--- src/rtl/htif_axi_bridge.sv ---
// AXI4 slave bridging the PS general-purpose master port onto the Rocket HTIF
// host_in/host_out streams, with word<->chunk packing and a level core reset.
module htif_axi_bridge #(
  parameter int HOST_W = 16,
  parameter int DEPTH  = 32,
  parameter int ID_W   = 12
) (
  input  logic              host_clk,
  input  logic              reset,
  input  logic              s_axi_awvalid,
  output logic              s_axi_awready,
  input  logic [31:0]       s_axi_awaddr,
  input  logic [ID_W-1:0]   s_axi_awid,
  input  logic [7:0]        s_axi_awlen,
  input  logic              s_axi_wvalid,
  output logic              s_axi_wready,
  input  logic [31:0]       s_axi_wdata,
  input  logic              s_axi_wlast,
  output logic              s_axi_bvalid,
  input  logic              s_axi_bready,
  output logic [ID_W-1:0]   s_axi_bid,
  output logic [1:0]        s_axi_bresp,
  input  logic              s_axi_arvalid,
  output logic              s_axi_arready,
  input  logic [31:0]       s_axi_araddr,
  input  logic [ID_W-1:0]   s_axi_arid,
  input  logic [7:0]        s_axi_arlen,
  output logic              s_axi_rvalid,
  input  logic              s_axi_rready,
  output logic [31:0]       s_axi_rdata,
  output logic [ID_W-1:0]   s_axi_rid,
  output logic [1:0]        s_axi_rresp,
  output logic              s_axi_rlast,
  output logic              host_in_valid,
  input  logic              host_in_ready,
  output logic [HOST_W-1:0] host_in_bits,
  input  logic              host_out_valid,
  output logic              host_out_ready,
  input  logic [HOST_W-1:0] host_out_bits,
  output logic              reset_cpu,
  output logic [2:0]        w_state_dbg,
  output logic              r_state_dbg
);
  // Every channel follows AXI valid/ready: a transfer happens on the rising
  // host_clk edge where both are high; valid never waits on ready.
  localparam int CHUNKS = 32 / HOST_W;
  localparam int PW     = $clog2(DEPTH);
  localparam int CW     = PW + 1;
  localparam int IW     = (CHUNKS > 1) ? $clog2(CHUNKS) : 1;
  localparam logic [1:0] OKAY = 2'b00, SLVERR = 2'b10;

  typedef enum logic [2:0] {W_IDLE, W_ADDR, W_DATA, W_DRAIN, W_RESP} w_state_e;
  typedef enum logic {R_IDLE, R_DATA} r_state_e;

  w_state_e          w_state_q, w_state_d;
  r_state_e          r_state_q, r_state_d;
  logic [4:0]        w_idx_q, w_idx_d;
  logic [ID_W-1:0]   bid_q, bid_d, rid_q, rid_d;
  logic [1:0]        bresp_q, bresp_d, rresp_q, rresp_d;
  logic              reset_cpu_q, reset_cpu_d, r_pop_q, r_pop_d;
  logic [7:0]        r_cnt_q, r_cnt_d;
  logic [31:0]       rdata_q, rdata_d, out_sr_q, out_sr_d;
  logic [PW-1:0]     in_wr_q, in_wr_d, in_rd_q, in_rd_d;
  logic [PW-1:0]     out_wr_q, out_wr_d, out_rd_q, out_rd_d;
  logic [CW-1:0]     in_cnt_q, in_cnt_d, out_cnt_q, out_cnt_d;
  logic [IW-1:0]     in_idx_q, in_idx_d, out_idx_q, out_idx_d;
  logic [31:0]       in_mem [DEPTH];
  logic [31:0]       out_mem [DEPTH];

  logic in_full, in_empty, out_full, out_empty, in_push, in_pop, out_push, out_pop;
  logic w_hs, r_hs, out_last;
  logic [31:0] in_head;
  logic [31+HOST_W:0] out_cat;
  logic unused_ok;

  assign unused_ok = ^{s_axi_awaddr[31:7], s_axi_awaddr[1:0],
                       s_axi_araddr[31:7], s_axi_araddr[1:0]};

  assign in_full   = in_cnt_q == CW'(DEPTH);
  assign in_empty  = in_cnt_q == '0;
  assign out_full  = out_cnt_q == CW'(DEPTH);
  assign out_empty = out_cnt_q == '0;
  assign in_head   = in_mem[in_rd_q];
  assign out_last  = out_idx_q == IW'(CHUNKS - 1);
  assign out_cat   = {host_out_bits, out_sr_q};

  assign host_in_valid = !in_empty;
  assign host_in_bits  = in_head[HOST_W*in_idx_q +: HOST_W];
  assign in_pop        = host_in_valid && host_in_ready && in_idx_q == IW'(CHUNKS - 1);

  // A pop in the same cycle frees the slot, so a full FIFO can still take a push.
  assign r_hs           = r_state_q == R_DATA && s_axi_rready;
  assign out_pop        = r_hs && r_pop_q;
  assign host_out_ready = !(out_last && out_full && !out_pop);
  assign out_push       = host_out_valid && host_out_ready && out_last;

  assign s_axi_wready = (w_state_q == W_DRAIN) ||
                        (w_state_q == W_DATA && !(w_idx_q == 5'h00 && in_full && !in_pop));
  assign w_hs    = s_axi_wvalid && s_axi_wready;
  assign in_push = w_state_q == W_DATA && w_hs && w_idx_q == 5'h00;

  assign s_axi_awready = w_state_q == W_IDLE;
  assign s_axi_bvalid  = w_state_q == W_RESP;
  assign s_axi_bid     = bid_q;
  assign s_axi_bresp   = bresp_q;
  assign s_axi_arready = r_state_q == R_IDLE;
  assign s_axi_rvalid  = r_state_q == R_DATA;
  assign s_axi_rid     = rid_q;
  assign s_axi_rdata   = rdata_q;
  assign s_axi_rresp   = rresp_q;
  assign s_axi_rlast   = r_cnt_q == 8'd0;
  assign reset_cpu     = reset_cpu_q;
  assign w_state_dbg   = w_state_q;
  assign r_state_dbg   = r_state_q;

  always_comb begin
    w_state_d   = w_state_q;
    w_idx_d     = w_idx_q;
    bid_d       = bid_q;
    bresp_d     = bresp_q;
    reset_cpu_d = reset_cpu_q;
    case (w_state_q)
      W_IDLE: if (s_axi_awvalid) begin
        w_idx_d   = s_axi_awaddr[6:2];
        bid_d     = s_axi_awid;
        w_state_d = (s_axi_awlen == 8'd0) ? W_DATA : W_DRAIN;
      end
      W_DATA: if (w_hs) begin
        if (w_idx_q == 5'h1f) reset_cpu_d = s_axi_wdata[0];
        bresp_d   = OKAY;
        w_state_d = W_RESP;
      end
      // Bursts are consumed without side effects and rejected.
      W_DRAIN: if (w_hs && s_axi_wlast) begin
        bresp_d   = SLVERR;
        w_state_d = W_RESP;
      end
      W_RESP: if (s_axi_bready) w_state_d = W_IDLE;
      default: w_state_d = W_IDLE;
    endcase
  end

  always_comb begin
    r_state_d = r_state_q;
    rid_d     = rid_q;
    r_cnt_d   = r_cnt_q;
    rdata_d   = rdata_q;
    rresp_d   = rresp_q;
    r_pop_d   = r_pop_q;
    case (r_state_q)
      R_IDLE: if (s_axi_arvalid) begin
        r_state_d = R_DATA;
        rid_d     = s_axi_arid;
        r_cnt_d   = s_axi_arlen;
        rdata_d   = '0;
        rresp_d   = OKAY;
        r_pop_d   = 1'b0;
        if (s_axi_arlen != 8'd0) rresp_d = SLVERR;
        else begin
          case (s_axi_araddr[6:2])
            5'h00: rdata_d = 32'(out_cnt_q);
            5'h01: if (out_empty) rresp_d = SLVERR;
                   else begin
                     rdata_d = out_mem[out_rd_q];
                     r_pop_d = 1'b1;
                   end
            5'h02: rdata_d = 32'(DEPTH) - 32'(in_cnt_q);
            5'h03: rdata_d = {29'b0, reset_cpu_q, out_empty, in_full};
            default: rdata_d = '0;
          endcase
        end
      end
      R_DATA: if (s_axi_rready) begin
        if (r_cnt_q == 8'd0) begin
          r_state_d = R_IDLE;
          r_pop_d   = 1'b0;
        end else r_cnt_d = r_cnt_q - 8'd1;
      end
      default: r_state_d = R_IDLE;
    endcase
  end

  always_comb begin
    in_wr_d   = in_wr_q + PW'(in_push);
    in_rd_d   = in_rd_q + PW'(in_pop);
    in_cnt_d  = in_cnt_q + CW'(in_push) - CW'(in_pop);
    out_wr_d  = out_wr_q + PW'(out_push);
    out_rd_d  = out_rd_q + PW'(out_pop);
    out_cnt_d = out_cnt_q + CW'(out_push) - CW'(out_pop);
    in_idx_d  = in_idx_q;
    out_idx_d = out_idx_q;
    out_sr_d  = out_sr_q;
    if (host_in_valid && host_in_ready)
      in_idx_d = in_pop ? '0 : in_idx_q + IW'(1);
    if (host_out_valid && host_out_ready) begin
      out_sr_d  = out_cat[31+HOST_W:HOST_W];
      out_idx_d = out_last ? '0 : out_idx_q + IW'(1);
    end
  end

  always_ff @(posedge host_clk) begin
    if (reset) begin
      w_state_q   <= W_IDLE;
      r_state_q   <= R_IDLE;
      w_idx_q     <= '0;
      bid_q       <= '0;
      bresp_q     <= OKAY;
      reset_cpu_q <= 1'b1;
      rid_q       <= '0;
      r_cnt_q     <= '0;
      rdata_q     <= '0;
      rresp_q     <= OKAY;
      r_pop_q     <= 1'b0;
      in_wr_q     <= '0;
      in_rd_q     <= '0;
      in_cnt_q    <= '0;
      out_wr_q    <= '0;
      out_rd_q    <= '0;
      out_cnt_q   <= '0;
      in_idx_q    <= '0;
      out_idx_q   <= '0;
      out_sr_q    <= '0;
    end else begin
      w_state_q   <= w_state_d;
      r_state_q   <= r_state_d;
      w_idx_q     <= w_idx_d;
      bid_q       <= bid_d;
      bresp_q     <= bresp_d;
      reset_cpu_q <= reset_cpu_d;
      rid_q       <= rid_d;
      r_cnt_q     <= r_cnt_d;
      rdata_q     <= rdata_d;
      rresp_q     <= rresp_d;
      r_pop_q     <= r_pop_d;
      in_wr_q     <= in_wr_d;
      in_rd_q     <= in_rd_d;
      in_cnt_q    <= in_cnt_d;
      out_wr_q    <= out_wr_d;
      out_rd_q    <= out_rd_d;
      out_cnt_q   <= out_cnt_d;
      in_idx_q    <= in_idx_d;
      out_idx_q   <= out_idx_d;
      out_sr_q    <= out_sr_d;
    end
  end

  // Storage needs no reset: occupancy and pointers alone define validity.
  always_ff @(posedge host_clk) begin
    if (in_push)  in_mem[in_wr_q]   <= s_axi_wdata;
    if (out_push) out_mem[out_wr_q] <= out_sr_d;
  end
endmodule
--- config.mk ---
export PLATFORM = sky130hd
export DESIGN_NAME = htif_axi_bridge
export DESIGN_NICKNAME = d
export VERILOG_FILES = /design/src/rtl/htif_axi_bridge.sv
export SDC_FILE = /design/constraint.sdc
export NUM_CORES = 2
export LEC_CHECK = 0
export ABC_CLOCK_PERIOD_IN_PS = 3200
export CAP_MARGIN = 20
export CELL_PAD_IN_SITES_DETAIL_PLACEMENT = 0
export CELL_PAD_IN_SITES_GLOBAL_PLACEMENT = 1
export CORE_ASPECT_RATIO = 0.7
export CORE_UTILIZATION = 49
export DETAILED_ROUTE_END_ITERATION = 12
export PLACE_DENSITY = 0.82
export SYNTH_ARGS = -nofsm -noshare
export SYNTH_HDL_FRONTEND = slang
export SYNTH_SLANG_ARGS = --single-unit
--- constraint.sdc ---
create_clock -name host_clk -period 3.2 [get_ports host_clk]
set_input_delay 0.64 -clock host_clk [delete_from_list [all_inputs] [get_ports host_clk]]
set_output_delay 0.64 -clock host_clk [all_outputs]
set_load 0.03 [all_outputs]
; ---- After elaboration in Yosys (flattened, before gate mapping)
; Memory sizes are Yosys's and may differ from the RTL's. A register that Yosys moved wholly into a read port is not among the register bits.
; Index checks and enable logic that the tools add are counted.
[word_totals]
regBits = 145
latch_bits = 0
mem_bits_rw = 2048
romBits = 0
wordCells = 129
n_memories = 2
[memory_table]
columns = memory, words, width, read_ports, rd_ports_with_merged_regs, write_ports, line
row1 = in_mem, 32, 32, 1, 1, 1, 67  ; logic [31:0] in_mem [DEPTH];
row2 = out_mem, 32, 32, 1, 1, 1, 68  ; logic [31:0] out_mem [DEPTH];
[classes]
add_sub_neg = 12
n_mul = 0
n_div = 0
magnitude_cmp = 0
eq_ne = 17
n_shift = 1
mux = 39
bitwise_logic = 1
n_reduce_logical = 37
[ops]
columns = operator, count
row1 = case mux 32 bit (4 select lines), 1
row2 = 2-to-1 mux 32 bit, 3
row3 = variable part select 32 x 6 -> 16 bit, 1
row4 = 2-to-1 mux 8 bit, 3
row5 = adder 5 x 1 -> 5 bit, 4
row6 = zero test 8 bit, 2
row7 = 2-to-1 mux 1 bit, 16
row8 = case mux 8 bit (2 select lines), 1
row9 = logical AND 1 bit, 15
row10 = adder 6 x 1 -> 6 bit, 2
row11 = equality test 6 bit (second input constant), 2
row12 = zero test 6 bit, 2
row13 = 2-to-1 mux 3 bit, 4
row14 = inequality test 2 bit (second input constant), 6
row15 = case mux 3 bit (4 select lines), 1
row16 = AND reduction 3 bit, 4
row17 = subtractor 6 x 1 -> 6 bit, 2
row18 = equality test 5 x 2 -> 1 bit (second input constant), 2
row19 = zero test 5 bit, 2
row20 = 2-to-1 mux 2 bit, 5
row21 = 2-to-1 mux 5 bit, 2
row22 = nonzero test 8 bit, 1
row23 = subtractor 8 x 1 -> 8 bit (second input constant), 1
row24 = subtractor 6 x 6 -> 7 bit (first input constant), 1
row25 = other kinds (15), 24

; ---- Longest topological paths before layout
[depth]
ltp_word = 14
ltp_mapped = 16
mapped_depth_nobuf = 16

; ---- Worst setup path after synthesis
; Ideal clock, no wire load.
[synth_path]
kind = input port to flip-flop
startpoint = input s_axi_rready
endpoint = memory out_mem[12][0], enable pin
setup_time_ns = 0.421
arrival_time_ns = 3.211
required_time_ns = 2.779
path_slack_ns = -0.432
stages = 6
path_buffers = 1
cell_sequence = and3_1 -> nand4b_1 -> nand3_1 -> or3_1 -> clkbuf_1 -> nor2_1
[synth_via]
elab_chain_cells = 9
[synth_lines]
columns = item, line
row1 = from (decl), 29  ; input logic s_axi_rready,
row2 = logical AND 1 bit, 92  ; assign r_hs = r_state_q == R_DATA && s_axi_rready;
row3 = logical AND 1 bit, 93  ; assign out_pop = r_hs && r_pop_q;
row4 = zero test 1 bit, 94  ; assign host_out_ready = !(out_last && out_full && !out_pop);
row5 = logical AND 1 bit, 94
row6 = zero test 1 bit, 94
row7 = via host_out_ready, 38  ; output logic host_out_ready,
row8 = logical AND 1 bit (2 in series), 95  ; assign out_push = host_out_valid && host_out_ready && out_last;
row9 = 2-to-1 mux 1 bit, 250  ; if (out_push) out_mem[out_wr_q] <= out_sr_d;
row10 = 2-to-1 mux 1 bit (implied by the code), 250
row11 = to (decl), 68
; The timed path passes the listed nets, and every way through them passes these cells.

==> flow_summary_export.csv <==
group,metric,value,unit
run_status,outcome,"finished, violations left",
run_status,violations,"negative setup slack",
global_routing,grt_max_degree,67,
worst_setup_path,end_kind,"output pin",
global_routing,grt_pass1_wl,317000,um
synthesis,synth-edff-count,2048,
worst_setup_path,cp.required,2.56,ns
timing,finalMaxSlewViolations,0,
floorplan,rows,127,
floorplan,die_w,498.8,um
hold_path,holdCritPathClass,"in2reg",
power,ir_drop,507.7,uV
power,intPower,47.36,mW
synthesis,synth.avg_cell_area,19.77,um^2
synthesis,synth-seq-cells,2191,
routing,vias_per_cell,6.257,
synthesis,ys_async_sr_fraction,0,%
routing,route.vias.total,45770,
floorplan,die_area,0.1745,mm^2
flow_run,cap_violations,0,
routing,drtAntennaViolNets,0,
power,switching_share,22.65,%
synthesis,ys.warnings.count,0,
routing,dr.pass1.iters,6,
timing,holdWs,0.3749,ns
clock_network,cts_num_sinks,2191,
global_routing,grt_use_total,25.38,%
place,place.port_buffers,194,
floorplan,initial_core_util,49.37,%
floorplan,ioPinCount,251,
power,power_frac_comb,10.8,%
floorplan,core-area,0.1715,mm^2
place,dp_hpwl,129800,um
power,power_frac_seq,51.9,%
worst_setup_path,crit_fanout,7,
timing,finClkSkew,0.03857,ns
synthesis,synth_area_leaders,"edfxtp_1, mux4_2, mux2i_1, dfxtp_1, mux2_2",
clock_network,postCtsHoldBufs,0,
floorplan,fp.dieH,349.8,um
timing,max_freq,253.6,MHz
power,power.leakage,31.75,nW
power,total_power,61.23,mW
timing,tightest_slew,1.185,ns
layout,stdcell_count,7315,
synthesis,ys.flop_type,"edfxtp_1",
clock_network,numCtsBuffers,201,
layout,multi_input_area,0.02013,mm^2
routing,post-route-drc-count,0,
synthesis,netlist_area,0.08465,mm^2
worst_setup_path,cp-start-kind,"flip-flop",
place,place_inst,6862,
timing,period_share,123.2,%
clock_network,htreeDepth,4,
routing,wl_per_cell,30.47,um
power,clkPwrFrac,37.3,%
layout,drive_gt1_share,27.75,%
layout,ff_latch_area,0.06440,mm^2
place,post-place-ws,-0.1456,ns
layout,syn2layout_area_growth,20.00,%
clock_network,path_clk_slew,0.07,ns
synthesis,synth_cell_type_count,63,
timing,setup_viol,16,
timing,timing.final.crit_period,3.944,ns
clock_network,cts_tree,"done",
power,p_switching,13.87,mW
timing,finalHoldViolCount,0,
timing,layout_setup_ws,-0.7438,ns
synthesis,yosysTopAreaCellShare,72.65,%
power,power_density,602.8,mW/mm^2
place,place.gp.congestion,0.8208,
routing,routed_wl,222900,um
worst_setup_path,rrSetupSlack,0.23,ns
timing,slew_headroom,20.75,%
global_routing,grt_pass1_vias,44700,
clock_network,insertion_delay,0.84,ns
clock_network,cts_root_buffer,"clkbuf_16",
global_routing,antenna_found_initial,12,
layout,layout.nets,5082,
worst_setup_path,worst-setup-path-type,"reg2out",
clock_network,clk_path_buf_depth,3,
timing,grt_setup_unrepaired,"yes",
synthesis,synth-seq-area-share,76.03,%
global_routing,grt_overflow,0,
layout,fillers,11890,
worst_setup_path,cp_data_arrival_time,3.30,ns
synthesis,synthCells,4281,
synthesis,yosysTopAreaCell,"edfxtp_1",
routing,drt-initial-drc-count,6714,
critical path, stage by stage, from the launching register on:
cell and delay, ns:
dfxtp_4 0.41, buf_12 0.17, buf_12 0.13, buf_4 0.11
mux4_2 0.52, mux4_2 0.58, nor2_4 0.21, o32ai_4 0.15
buf_12 0.18
flip-flops by register name (all words and copies together), names as in the netlist, 3 cells and up:
name,cells
in_cnt_q,6
in_mem,1024
in_rd_q,5
in_wr_q,5
out_cnt_q,6
out_mem,1024
out_rd_q,5
out_sr_q,32
out_wr_q,5
r_cnt_q,8
s_axi_bid,12
s_axi_rdata,32
s_axi_rid,12
w_idx_q,5
w_state_dbg,3
final timing paths:
kind	startpoint	end	cells after the start
min reg2reg	s_axi_bid[9]	s_axi_bid[9]	2
min	s_axi_arid[2]	s_axi_rid[2]	3
max	in_rd_q[0]	host_in_bits[1]	8
max reg2reg	in_cnt_q[2]	in_cnt_q[4]	14
cell families after synthesis:
| kind of cell | synth area share, % |
|---|---|
| flops | 76.03 |
| compound gates | 3.649 |
| buf+inv | 1.737 |
| fa+ha+maj | 0.5055 |
| mux | 15.05 |
| other cells | 0.004430 |
| xor+xnor | 0.2483 |
| simple gates | 2.776 |
final cells by class:
type,count,area share (%)
antenna,3,0.007390
inverter,28,0.1035
sequential,2191,63.40
timing repair buffer,649,7.781
clock inverter,93,0.7070
clock buffer,278,5.409
multi-input combinational,1816,19.82
tap,2257,2.780
power by group through the flow:
stage | Combinational [mW] | Sequential [mW] | Clock [mW]
floorplan | 3.05 | 32.4 | 0
global placement | 5.30 | 32.4 | 0
detailed placement | 5.38 | 32.4 | 0
CTS | 6.28 | 31.8 | 23.1
global route | 6.95 | 31.8 | 24.2
finish | 6.59 | 31.8 | 22.9
through the flow:
stage | instance area [um^2] | utilization [%] | TNS, ns
final | 101600 | 59.25 | -10.10
after global routing | 101600 | 59.24 | -11.74
after CTS | 101000 | 58.91 | -10.85
after detailed placement | 93410 | 54.48 | -0.4792
after global placement | 93390 | 54.47 | -0.7235
after floorplan | 84760 | - | -238.87
placed cells by master, fill, tap and decap left out, types with 92 or more instances in the layout:
master | synthesis | routed
clkbuf_16 | 0 | 207
clkdlybuf4s50_1 | 0 | 173
buf_12 | 4 | 169
mux2i_1 | 319 | 301
edfxtp_1 | 2048 | 2048
mux4_2 | 374 | 375
dfxtp_1 | 143 | 133
buf_4 | 36 | 259
nand2_1 | 131 | 125
mux2_2 | 95 | 92
repair_timing:
action,in CTS,in global routing
setup buffers,48,28
pin swaps,32,37
endpoints found under the hold margin,0,0
resized for setup,155,68
cloned,9,1
endpoints found under the setup margin,17,17
Yosys cell counts (5+ instances only):
cell       number
and3_1          7
or3_1           7
nor2b_1        61
inv_1          28
ha_1           31
nand2b_1        8
nor4_1          6
edfxtp_1     2048
o22ai_1        94
mux4_2        374
o221ai_1       48
buf_6          15
nor2_1        160
a221oi_1        6
a211oi_1       60
xor2_1         11
xnor2_1        13
o32ai_1         7
o21ai_0        63
clkbuf_1      106
o21ai_1         9
nand2_1       131
nand3_1        84
buf_4          36
dfxtp_1       143
a2111oi_0      11
a22oi_1        11
o31ai_1        30
buf_2          69
a211o_1         5
nand3b_1       11
a21oi_1        96
o211ai_1        5
or3b_2          5
mux2i_1       319
mux2_2         95
nor3_1          6
buf_1          12
layer usage:
layer  vias up  track usage [%]  wire [um]
met5         -                0         61
met1     23740            38.44      90870
met4        10            5.945       4510
met2      2950            36.52      97170
li1      18750                -          -
met3       330            7.072      30250
(Power assumes the default switching activity.)
